$ cat src/rtl/mem_arbiter_rr.sv
// mem_arbiter_rr: registered N-master arbiter in front of one shared memory port.
// Each transaction is latched into mem_* registers, held while memory is busy,
// and completes with a one-cycle done pulse plus registered read data.
// Build option: define MEM_ARB_FIXED_PRIO_EN for fixed priority (master 0
// highest, no round-robin pointer); left undefined, arbitration is round-robin.
`default_nettype none

module mem_arbiter_rr #(
    parameter int NUM_MASTERS = 2,
    parameter int ADDR_W      = 64,
    parameter int DATA_W      = 64
) (
    input  logic                          clk,
    input  logic                          rst,
    input  logic [NUM_MASTERS-1:0]        req,
    input  logic [NUM_MASTERS*ADDR_W-1:0] addr,
    input  logic [NUM_MASTERS-1:0]        write,
    input  logic [NUM_MASTERS*DATA_W-1:0] wdata,
    output logic [NUM_MASTERS-1:0]        stall,
    output logic [NUM_MASTERS-1:0]        done,
    output logic [DATA_W-1:0]             rdata,
    output logic                          mem_valid,
    output logic [ADDR_W-1:0]             mem_addr,
    output logic                          mem_write,
    output logic [DATA_W-1:0]             mem_wdata,
    input  logic                          mem_ready,
    input  logic [DATA_W-1:0]             mem_rdata
);

    localparam int IDX_W = (NUM_MASTERS > 1) ? $clog2(NUM_MASTERS) : 1;

    typedef enum logic {
        IDLE = 1'b0,
        BUSY = 1'b1
    } state_t;

    state_t                  state_q, state_d;
    logic [NUM_MASTERS-1:0]  grant_q, grant_d;
    logic                    mem_valid_q, mem_valid_d;
    logic [ADDR_W-1:0]       mem_addr_q, mem_addr_d;
    logic                    mem_write_q, mem_write_d;
    logic [DATA_W-1:0]       mem_wdata_q, mem_wdata_d;
    logic [NUM_MASTERS-1:0]  done_q, done_d;
    logic [DATA_W-1:0]       rdata_q, rdata_d;

    logic                    arb_found;
    logic [IDX_W-1:0]        arb_idx;

`ifdef MEM_ARB_FIXED_PRIO_EN
    // Fixed priority: scan from the top so the lowest requesting index is left last.
    always_comb begin
        arb_found = 1'b0;
        arb_idx   = '0;
        for (int k = NUM_MASTERS - 1; k >= 0; k--) begin
            if (req[k]) begin
                arb_found = 1'b1;
                arb_idx   = k[IDX_W-1:0];
            end
        end
    end
`else
    logic [IDX_W-1:0]        rr_ptr_q, rr_ptr_d;
    logic [IDX_W-1:0]        win_idx_q, win_idx_d;
    logic [IDX_W:0]          rr_sum;
    logic [IDX_W-1:0]        rr_cand;

    // Round-robin: walk rr_ptr, rr_ptr+1, ... (mod N); first requester found wins.
    always_comb begin
        arb_found = 1'b0;
        arb_idx   = '0;
        rr_sum    = '0;
        rr_cand   = '0;
        for (int k = 0; k < NUM_MASTERS; k++) begin
            // rr_ptr < N and k < N, so a single conditional subtract wraps it.
            rr_sum = {1'b0, rr_ptr_q} + (IDX_W+1)'(k);
            if (rr_sum >= (IDX_W+1)'(NUM_MASTERS)) begin
                rr_sum = rr_sum - (IDX_W+1)'(NUM_MASTERS);
            end
            rr_cand = rr_sum[IDX_W-1:0];
            if (!arb_found && req[rr_cand]) begin
                arb_found = 1'b1;
                arb_idx   = rr_cand;
            end
        end
    end
`endif

    // Next-state and registered-output logic for the IDLE/BUSY handshake.
    always_comb begin
        state_d     = state_q;
        grant_d     = grant_q;
        mem_valid_d = mem_valid_q;
        mem_addr_d  = mem_addr_q;
        mem_write_d = mem_write_q;
        mem_wdata_d = mem_wdata_q;
        done_d      = '0;
        rdata_d     = rdata_q;
`ifndef MEM_ARB_FIXED_PRIO_EN
        rr_ptr_d    = rr_ptr_q;
        win_idx_d   = win_idx_q;
`endif
        case (state_q)
            IDLE: begin
                if (arb_found) begin
                    grant_d          = '0;
                    grant_d[arb_idx] = 1'b1;
                    mem_valid_d      = 1'b1;
                    mem_addr_d       = addr[int'(arb_idx)*ADDR_W +: ADDR_W];
                    mem_write_d      = write[arb_idx];
                    mem_wdata_d      = wdata[int'(arb_idx)*DATA_W +: DATA_W];
`ifndef MEM_ARB_FIXED_PRIO_EN
                    win_idx_d        = arb_idx;
`endif
                    state_d          = BUSY;
                end
            end
            BUSY: begin
                // mem_* stay frozen until memory signals completion.
                if (mem_ready) begin
                    rdata_d     = mem_rdata;
                    done_d      = grant_q;
                    mem_valid_d = 1'b0;
`ifndef MEM_ARB_FIXED_PRIO_EN
                    rr_ptr_d    = (win_idx_q == IDX_W'(NUM_MASTERS - 1)) ? '0
                                                                        : win_idx_q + 1'b1;
`endif
                    state_d     = IDLE;
                end
            end
            default: state_d = IDLE;
        endcase
    end

    // State and output registers; reset abandons any transaction in flight.
    always_ff @(posedge clk) begin
        if (rst) begin
            state_q     <= IDLE;
            grant_q     <= '0;
            mem_valid_q <= 1'b0;
            mem_addr_q  <= '0;
            mem_write_q <= 1'b0;
            mem_wdata_q <= '0;
            done_q      <= '0;
            rdata_q     <= '0;
`ifndef MEM_ARB_FIXED_PRIO_EN
            rr_ptr_q    <= '0;
            win_idx_q   <= '0;
`endif
        end else begin
            state_q     <= state_d;
            grant_q     <= grant_d;
            mem_valid_q <= mem_valid_d;
            mem_addr_q  <= mem_addr_d;
            mem_write_q <= mem_write_d;
            mem_wdata_q <= mem_wdata_d;
            done_q      <= done_d;
            rdata_q     <= rdata_d;
`ifndef MEM_ARB_FIXED_PRIO_EN
            rr_ptr_q    <= rr_ptr_d;
            win_idx_q   <= win_idx_d;
`endif
        end
    end

    // A master is released in exactly the cycle its done pulse is visible.
    generate
        for (genvar gi = 0; gi < NUM_MASTERS; gi++) begin : g_stall
            assign stall[gi] = req[gi] & ~done_q[gi];
        end
    endgenerate

    assign done      = done_q;
    assign rdata     = rdata_q;
    assign mem_valid = mem_valid_q;
    assign mem_addr  = mem_addr_q;
    assign mem_write = mem_write_q;
    assign mem_wdata = mem_wdata_q;

endmodule

`default_nettype wire

$ cat config.mk
export PLATFORM = sky130hd
export DESIGN_NAME = mem_arbiter_rr
export DESIGN_NICKNAME = d
export VERILOG_FILES = /design/src/rtl/mem_arbiter_rr.sv
export SDC_FILE = /design/constraint.sdc
export NUM_CORES = 1
export LEC_CHECK = 0
export ABC_AREA = 1
export ABC_CLOCK_PERIOD_IN_PS = 1400
export BUFFER_PORTS_ARGS = -buffer_cell sky130_fd_sc_hd__buf_2
export CAP_MARGIN = 20
export CORE_AREA = 2 2 202 204
export DETAILED_ROUTE_END_ITERATION = 10
export DIE_AREA = 0 0 204 206
export MAX_ROUTING_LAYER = met4
export SYNTH_ARGS = -nofsm -noshare
export SYNTH_HDL_FRONTEND = slang
export SYNTH_SLANG_ARGS = --single-unit
$ cat constraint.sdc
create_clock -name clk -period 1.4 [get_ports clk]
set_input_delay 0.07 -clock clk [delete_from_list [all_inputs] [get_ports clk]]
set_output_delay 0.07 -clock clk [all_outputs]
set_load 0.1 [all_outputs]
; ---- After elaboration in Yosys (flattened, before gate mapping)
; Cells that the tools add are included.
[classes]
n_eq_ne = 2
bitwise_logic = 6
reduce_logical = 7
magnitude_cmp = 6
muxes = 21
n_shift = 2
addsub = 4
[op_table]
columns = operator, n
row1 = $shiftx 128x8->64, 2
row2 = $mux 1, 18
row3 = $lt 1x2->1 const B, 3
row4 = $reduce_and 2->1, 3
row5 = $ne 2x2->1 const B, 2
row6 = $not 1->1, 4
row7 = $pmux 1 s2, 2
row8 = $reduce_or 3->1, 1
row9 = $add 1x1->2 const B, 1
row10 = $and 1x1->1, 2
row11 = $ge 1x2->1 const B, 1
row12 = $ge 2x2->1 const B, 1
row13 = $logic_and 1x1->1, 2
row14 = $sub 1x1->1 const B, 2
row15 = $add 1x1->1 const B, 1
row16 = $demux 1 s1, 1
row17 = $ge 1x1->1 const B, 1
row18 = $logic_not 1->1, 1
[word_totals]
regBits = 201
out_inout_bits = 198
input_bits = 327
word_cells = 58

; ---- Depth between registers and ports, before layout
; Gate-level depths: netlist of the first run.
[depth]
word_depth = 12
ltp_mapped = 9
ltp_nobuf = 7

; ---- Least setup slack after synthesis of the first run
; OpenSTA, ideal clock, no wires.
[synth_timing]
path_type = flip-flop to output port
startpoint = register done_q[0], in the netlist done[0]
endpoint = output stall[0]
arrival_ns = 2.047
required_ns = 1.330
stages_incl_launch_ff = 2
path_slack_ns = -0.717
path_buffers = 0
cell_sequence = dfxtp_1 nor2_1
[synth_via]
elab_chain_cells = 2
[synth_lines]
columns = item, line
row1 = start: declaration, 43  ; logic [NUM_MASTERS-1:0] done_q, done_d;
row2 = start signal: assignment, 156  ; done_q <= done_d;
row3 = $not 1->1, 168  ; assign stall[gi] = req[gi] & ~done_q[gi];
row4 = $and 1x1->1, 168
row5 = end: declaration, 19  ; output logic [NUM_MASTERS-1:0] stall,
; No other way between the ends.

; ---- Worst setup path after layout of the first run
[layout_timing]
startpoint = register mem_wdata_q[27], in the netlist mem_wdata[27]
endpoint = output mem_wdata[27]
[layout_rtl]
columns = item, line
row1 = start: declaration, 42  ; logic [DATA_W-1:0] mem_wdata_q, mem_wdata_d;
row2 = start signal: assignment, 155  ; mem_wdata_q <= mem_wdata_d;
row3 = end: declaration, 25  ; output logic [DATA_W-1:0] mem_wdata,
; No word-level cell between the ends.

==> results.tsv, run 1 <==
metric	value	unit
multiplexer area fraction after synthesis	0	
CTS Buf Count	17	
RSZ-0062 raised after global routing	yes	
commonest non-fill, non-tap cell in the layout	buf_2	
critical path type	reg -> out	
# DRC	0	
Seq/Total Area, Yosys	0.434	
initial antenna violation count	2	
Root Buffer	clkbuf_16	
Non-Filler Instances	2790	
antenna-violating nets left	0	
slowest stage delay, CP	450	ps
final hold violations	0	
maximum vdd drop	883	uV
largest family of logic cells by synthesized area	simple AND/OR/NAND/NOR gates	
core area	0.0402	mm2
Netlist Area Pre-Place	0.00923	mm2
skew final	10.2	ps
slowest CP cell	buf_2	
Mean Syn Cell Area	6.53	um2
distinct cell type count after synthesis	16	
Mapped Cells	1414	
Ports	525	
clock-pin slew on the worst setup and hold paths	90	ps
synth-to-layout area growth	85.7	%
max-slew violation count	0	
Die Ht	206	um
die area	0.0420	mm2
min Tclk post-route	1370	ps
cell leakage power	8.90	nW
largest net degree at the start of global routing	80	
row count	74	
Crit Reg-Reg Startpoint	rr_ptr_q$_SDFFE_PP0P_	
Fmax	728	MHz
Max-slew headroom	0.653	
dpl cells	2422	
Final Cycle Share	0.982	
PwrDens	1100	mW/mm2
Synth warnings	0	
TritonCTS sink count	200	
post-synthesis simple-gate area fraction	0.397	
CP top delay family	buffers and inverters	
Setup crit start kind	flop	
crit path capture type	output port	
H-tree levels	4	
drt wl/cell	16.0	um
CP arrival	1300	ps
status	finished clean	
final RePlAce weighted congestion	0.874	
starting density of the core	0.230	
commonest non-fill, non-tap cells in the layout	buf_2 (507), dlygate4sd3_1 (325), nand2_1 (323)	
# nets final	2570	
worst-path cell chain	buf_2	
largest area contributor in the netlist	dfxtp_1	
crit path max fanout	2	
final instance area	0.0171	mm2
router iterations before antenna repair	5	
wire length of the first global-routing pass	64300	um
max_cap viols	0	
fraction of layout cells with a size suffix above 1	0.292	
FF+latch count, synth	200	
vias per inst	4.64	
Clock Tree Buf Depth	2	
hold_sp	mem_rdata[43]	
Die Wd	204	um
Port-buffer cells	524	
via count	12900	
Hold Slack	371	ps
net count after synthesis	1741	
synth top area cells	dfxtp_1 (43%), nand2_1 (13%), nor2_1 (10%)	
XOR/XNOR share of the synthesized area	0	
Crit path buffers/inverters	1	
HP Class	in -> reg	
Design Power	18.8	mW
grt ovf	0	
# setup viols final	0	
aggregate global-route resource usage	0.200	
initial detailed-routing violation count	1221	
CTS tree	yes	
Synth Area in Compound Gates	0.0499	
Post-Synth Adder-Cell Area	0	
vias in the first global route	12600	
Post-Route WL	44600	um
Layout Utilization	0.427	
dpl cell area	0.0129	mm2
Crit path required time	1330	ps
worst skew pair latency	480	ps
Critical Path Source	mem_wdata[27]$_SDFFE_PP0P_	
Final HPWL DP	26800	um
actual slew at the worst max-slew pin	524	ps
post-synth top area share	0.434	
-- state kept, by name, indices dropped and copies added, names as in the netlist --
name and flops:
done 2, mem_addr 64, mem_wdata 64, mem_valid 1, rdata 64, rr_ptr_q 1
grant_q 2, mem_write 1, state_q 1
-- metrics by stage --
step | TNS (ps) | setup WS (ps)
global route | -108 | -19.5
global placement | -253 | -47.0
CTS | 0 | 14.6
detailed placement | -1080 | -51.1
floorplan | 0 | 32.5
finish | 0 | 25.6
-- cell type report --
cell class / count / area (um2)
Fill cell: 3807 / 23000
Timing Repair Buffer: 925 / 7030
Multi-Input combinational cell: 941 / 4230
Sequential cell: 200 / 4010
Tap cell: 532 / 666
Inverter: 158 / 606
Clock buffer: 17 / 425
Clock inverter: 15 / 176
Antenna cell: 2 / 5.00
-- what timing repair did --
item / in CTS / in global routing
gates resized for setup: 12 / 36
gates cloned: 0 / 8
pin swaps: 0 / 7
setup endpoints to repair: 39 / 91
buffers inserted: 0 / 1
endpoints found under the hold margin: 197 / 0
hold buffers: 325 / 0
-- per-layer routing --
metal,vias to the layer above,wire (um),GRT usage
met5,-,0,-
met4,0,2140,0.116
met3,167,3160,0.0363
met2,713,21800,0.340
met1,5942,17500,0.220
li1,6127,-,-
-- final timing paths --
path	to	slack (ps)	cells after the start
min reg2reg	rdata[41]$_SDFFE_PP0P_	460	2
max	mem_wdata[27]	30	1
max reg2reg	mem_addr[44]$_SDFFE_PP0P_	40	9
min	rdata[43]$_SDFFE_PP0P_	370	4
-- power breakdown --
group | total, mW | switching, mW | internal (mW)
clock | 5.27 | 2.71 | 2.57
sequential | 6.34 | 0.233 | 6.10
combinational | 7.18 | 5.01 | 2.17
-- logic make-up (layout without fill, tap and decap cells) --
| logic type | count (synthesis) | in the layout |
|---|---|---|
| other cells | 0 | 2 |
| buf+inv | 273 | 1115 |
| compound gates | 91 | 91 |
| simple gates | 850 | 850 |
| flops | 200 | 200 |
-- synth_stat cells --
| cell type | instances |
|---|---|
| a21oi_1 | 89 |
| buf_1 | 15 |
| buf_2 | 39 |
| buf_4 | 7 |
| clkbuf_1 | 54 |
| dfxtp_1 | 200 |
| inv_1 | 156 |
| inv_2 | 2 |
| nand2_1 | 328 |
| nand2_2 | 1 |
| nand3_1 | 160 |
| nand4_1 | 107 |
| nor2_1 | 253 |
| nor2_2 | 1 |
| o21ai_2 | 1 |
| o22ai_1 | 1 |
Power figures use the tool's default switching activity.
==> run 2: changes to the inputs <==
--- a/config.mk
+++ b/config.mk
@@ -5,13 +5,12 @@
 export SDC_FILE = /design/constraint.sdc
 export NUM_CORES = 1
 export LEC_CHECK = 0
-export ABC_AREA = 1
 export ABC_CLOCK_PERIOD_IN_PS = 1400
 export BUFFER_PORTS_ARGS = -buffer_cell sky130_fd_sc_hd__buf_2
 export CAP_MARGIN = 20
-export CORE_AREA = 2 2 202 204
+export CORE_AREA = 2 2 201 203
 export DETAILED_ROUTE_END_ITERATION = 10
-export DIE_AREA = 0 0 204 206
+export DIE_AREA = 0 0 203 205
 export MAX_ROUTING_LAYER = met4
 export SYNTH_ARGS = -nofsm -noshare
 export SYNTH_HDL_FRONTEND = slang
==> results.tsv, run 2 <==
metric	value	unit	change
status	finished clean		
Mean Syn Cell Area	11.1	um2	+71%
combinational share of power	0.351		-0.031
final RePlAce weighted congestion	0.828		-5.3%
cells on worst reg2reg path	4		-5
r2r setup slk	0.8	ps	-40 ps
slowest CP cell	a221o_1		
Layout Utilization	0.376		-0.0501
PwrDens	1190	mW/mm2	+8.2%
Root Buffer	clkbuf_16		
# nets final	1820		-29%
Setup crit start kind	flop		
CTS tree	yes		
critical path type	reg -> reg		
final hold violations	0		unchanged
distinct cell type count after synthesis	25		+9
vias in the first global route	9657		-23%
commonest non-fill, non-tap cells in the layout	buf_2 (515), dlygate4sd3_1 (323), dfxtp_1 (198)		
crit path capture type	flop		
TritonCTS sink count	200		unchanged
grt ovf	0		unchanged
synth-to-layout area growth	99.0	%	
antenna-violating nets left	0		unchanged
aggregate global-route resource usage	0.166		-0.0337
Max-slew headroom	0.645		-0.00824
Ports	525		unchanged
wire length of the first global-routing pass	52500	um	-18%
Filler cells	3698		-2.9%
most frequent cell after synthesis	dfxtp_1		
via count	9338		-28%
Top FF cell, synth	dfxtp_1		
cell leakage power	6.74	nW	-24%
Seq/Total Area, Yosys	0.538		+0.104
Crit Reg-Reg Startpoint	rr_ptr_q$_SDFFE_PP0P_		
starting density of the core	0.189		-0.0405
initial detailed-routing violation count	672		-45%
Mapped Cells	668		-53%
CTS Buf Count	17		unchanged
CP top delay family	simple AND/OR/NAND/NOR gates		
fraction of layout cells with a size suffix above 1	0.403		+0.112
maximum vdd drop	708	uV	-20%
largest area contributor in the netlist	dfxtp_1		
actual slew at the worst max-slew pin	536	ps	+12.4 ps
router iterations before antenna repair	5		unchanged
Port-buffer cells	524		unchanged
max-slew violation count	0		unchanged
Die Ht	205	um	-0.49%
Netlist Area Pre-Place	0.00745	mm2	-19%
clock share of power	0.287		+0.006
Critical Path Source	rr_ptr_q$_SDFFE_PP0P_		
clock-pin slew on the worst setup and hold paths	70	ps	-20 ps
Crit path required time	1720	ps	+390 ps
Critical Path End	mem_wdata[11]$_SDFFE_PP0P_		
worst skew pair latency	440	ps	-40 ps
Crit path buffers/inverters	1		unchanged
net count after synthesis	995		-43%
commonest non-fill, non-tap cell in the layout	buf_2		
Clock Tree Buf Depth	2		unchanged
# setup viols final	0		unchanged
FFs w/ async S/R, synth	0		unchanged
worst-path cell chain	nand2b_4 > and3_4 > buf_12 > a221o_1		
largest net degree at the start of global routing	73		-8.8%
Final Cycle Share	0.999		+0.0177
die area	0.0416	mm2	-0.97%
H-tree levels	4		unchanged
row count	73		-1.4%
P_sw	6.97	mW	-12%
Design Power	17.6	mW	-6.5%
Die Wd	203	um	-0.49%
cell-internal power	10.6	mW	-2.2%
Seq pwr share	0.362		+0.025
initial antenna violation count	4		+2
FF+latch count, synth	200		unchanged
skew final	7.88	ps	-2.30 ps
max_cap viols	0		unchanged
Net Sw Frac	0.396		-0.0266
Final HPWL DP	22200	um	-17%
min Tclk post-route	1400	ps	+24.8 ps
drt wl/cell	17.7	um	+11%
post-synth top area share	0.538		+0.104
slowest stage delay, CP	370	ps	-80 ps
CP Depth	4		+3
Post-Route WL	36000	um	-19%
CP arrival	1720	ps	+420 ps
# DRC	0		unchanged
vias per inst	4.59		-1.1%
Synth top cells by count	dfxtp_1 (200), a221o_1 (107), nor3b_1 (107)		
FF-to-FF End	mem_wdata[11]$_SDFFE_PP0P_		
Fmax	715	MHz	-1.8%
core area	0.0394	mm2	-2.0%
crit path max fanout	29		+27
Synth warnings	0		unchanged
synth top area cells	dfxtp_1 (54%), a221o_1 (14%), nor3b_1 (11%)		
EDFF count, synth	0		unchanged
hold_sp	req[0]		
RSZ-0062 raised after global routing	yes		
HP Class	in -> reg		
-- run 2: cell types whose count changed after synthesis, moves of 88 or more --
cell,change
nand2_1,-326
nor2_1,-227
inv_1,-154
nand3_1,-138
a221o_1,+107
nand4_1,-107
nor3b_1,+107
a21oi_1,-88
-- run 2: worst reg2reg max path, cell delays in order (launching register included) --
cell	delay [ps]
dfxtp_2	340
nand2b_4	130
and3_4	240
buf_12	200
a221o_1	370
-- run 2: cells by family after synthesis --
group	Yosys count	share of synthesized area
AND/OR/NAND/NOR	165	0.143
flip-flops	200	0.538
AO/OA/AOI/OAI	222	0.268
buffers and inverters	81	0.0514
-- run 2: stage by stage --
| stage | area (um2) | std cells | setup TNS, ps | setup WS, ps | hold slack, ps |
|---|---|---|---|---|---|
| final | 14800 | 2034 | 0 | 0.773 | 111 |
| after global routing | 14800 | 2034 | -1690 | -54.7 | 102 |
| after CTS | 14700 | 2026 | -2.84 | -2.84 | 78.0 |
| after detailed placement | 10900 | 1672 | 0 | 1.15 | 289 |
| after global placement | 10900 | 1672 | 0 | 31.0 | 285 |
| after floorplan | 7490 | 668 | -534 | -27.0 | 202 |
-- run 2: cell type report --
class	instances	area [um2]	area share
timing repair buffer	885	6430	0.434
sequential	200	4010	0.270
multi-input combinational	387	3140	0.212
tap	525	657	0.0443
clock buffer	17	425	0.0287
clock inverter	14	146	0.00988
antenna	4	10.0	0.000676
inverter	2	7.51	0.000507
-- run 2: power groups by stage --
stage	logic [mW]	clock network [mW]	registers, mW
detailed placement	5.35	0	6.47
global placement	5.31	0	6.47
global route	6.39	5.43	6.41
CTS	6.07	5.23	6.35
floorplan	0.953	0	9.53
finish	6.17	5.04	6.37
-- run 2: metal layers --
layer  track usage  part of all wire  vias up
met5             -                 0        -
met4        0.0879             0.047        0
met3        0.0538             0.087      107
met2         0.278              0.48      534
met1         0.175              0.38     4406
li1              -                 -     4291
-- run 2: repair_timing --
item                       CTS  global route
hold endpoints to repair   194             0
setup endpoints to repair   14            88
buffers inserted             0             2
resized for setup            7             9
pin swaps                    5            28
gates cloned                 0             2
hold buffers               323             0
-- run 2: worst min path at each step --
stage | slack (ps) | cells after the start | end
floorplan | 200 | 1 | state_q$_SDFF_PP0_
global placement | 290 | 2 | rdata[56]$_SDFFE_PP0P_
detailed placement | 290 | 2 | rdata[47]$_SDFFE_PP0P_
CTS | 80 | 3 | state_q$_SDFF_PP0_
global route | 100 | 3 | state_q$_SDFF_PP0_
finish | 110 | 3 | state_q$_SDFF_PP0_
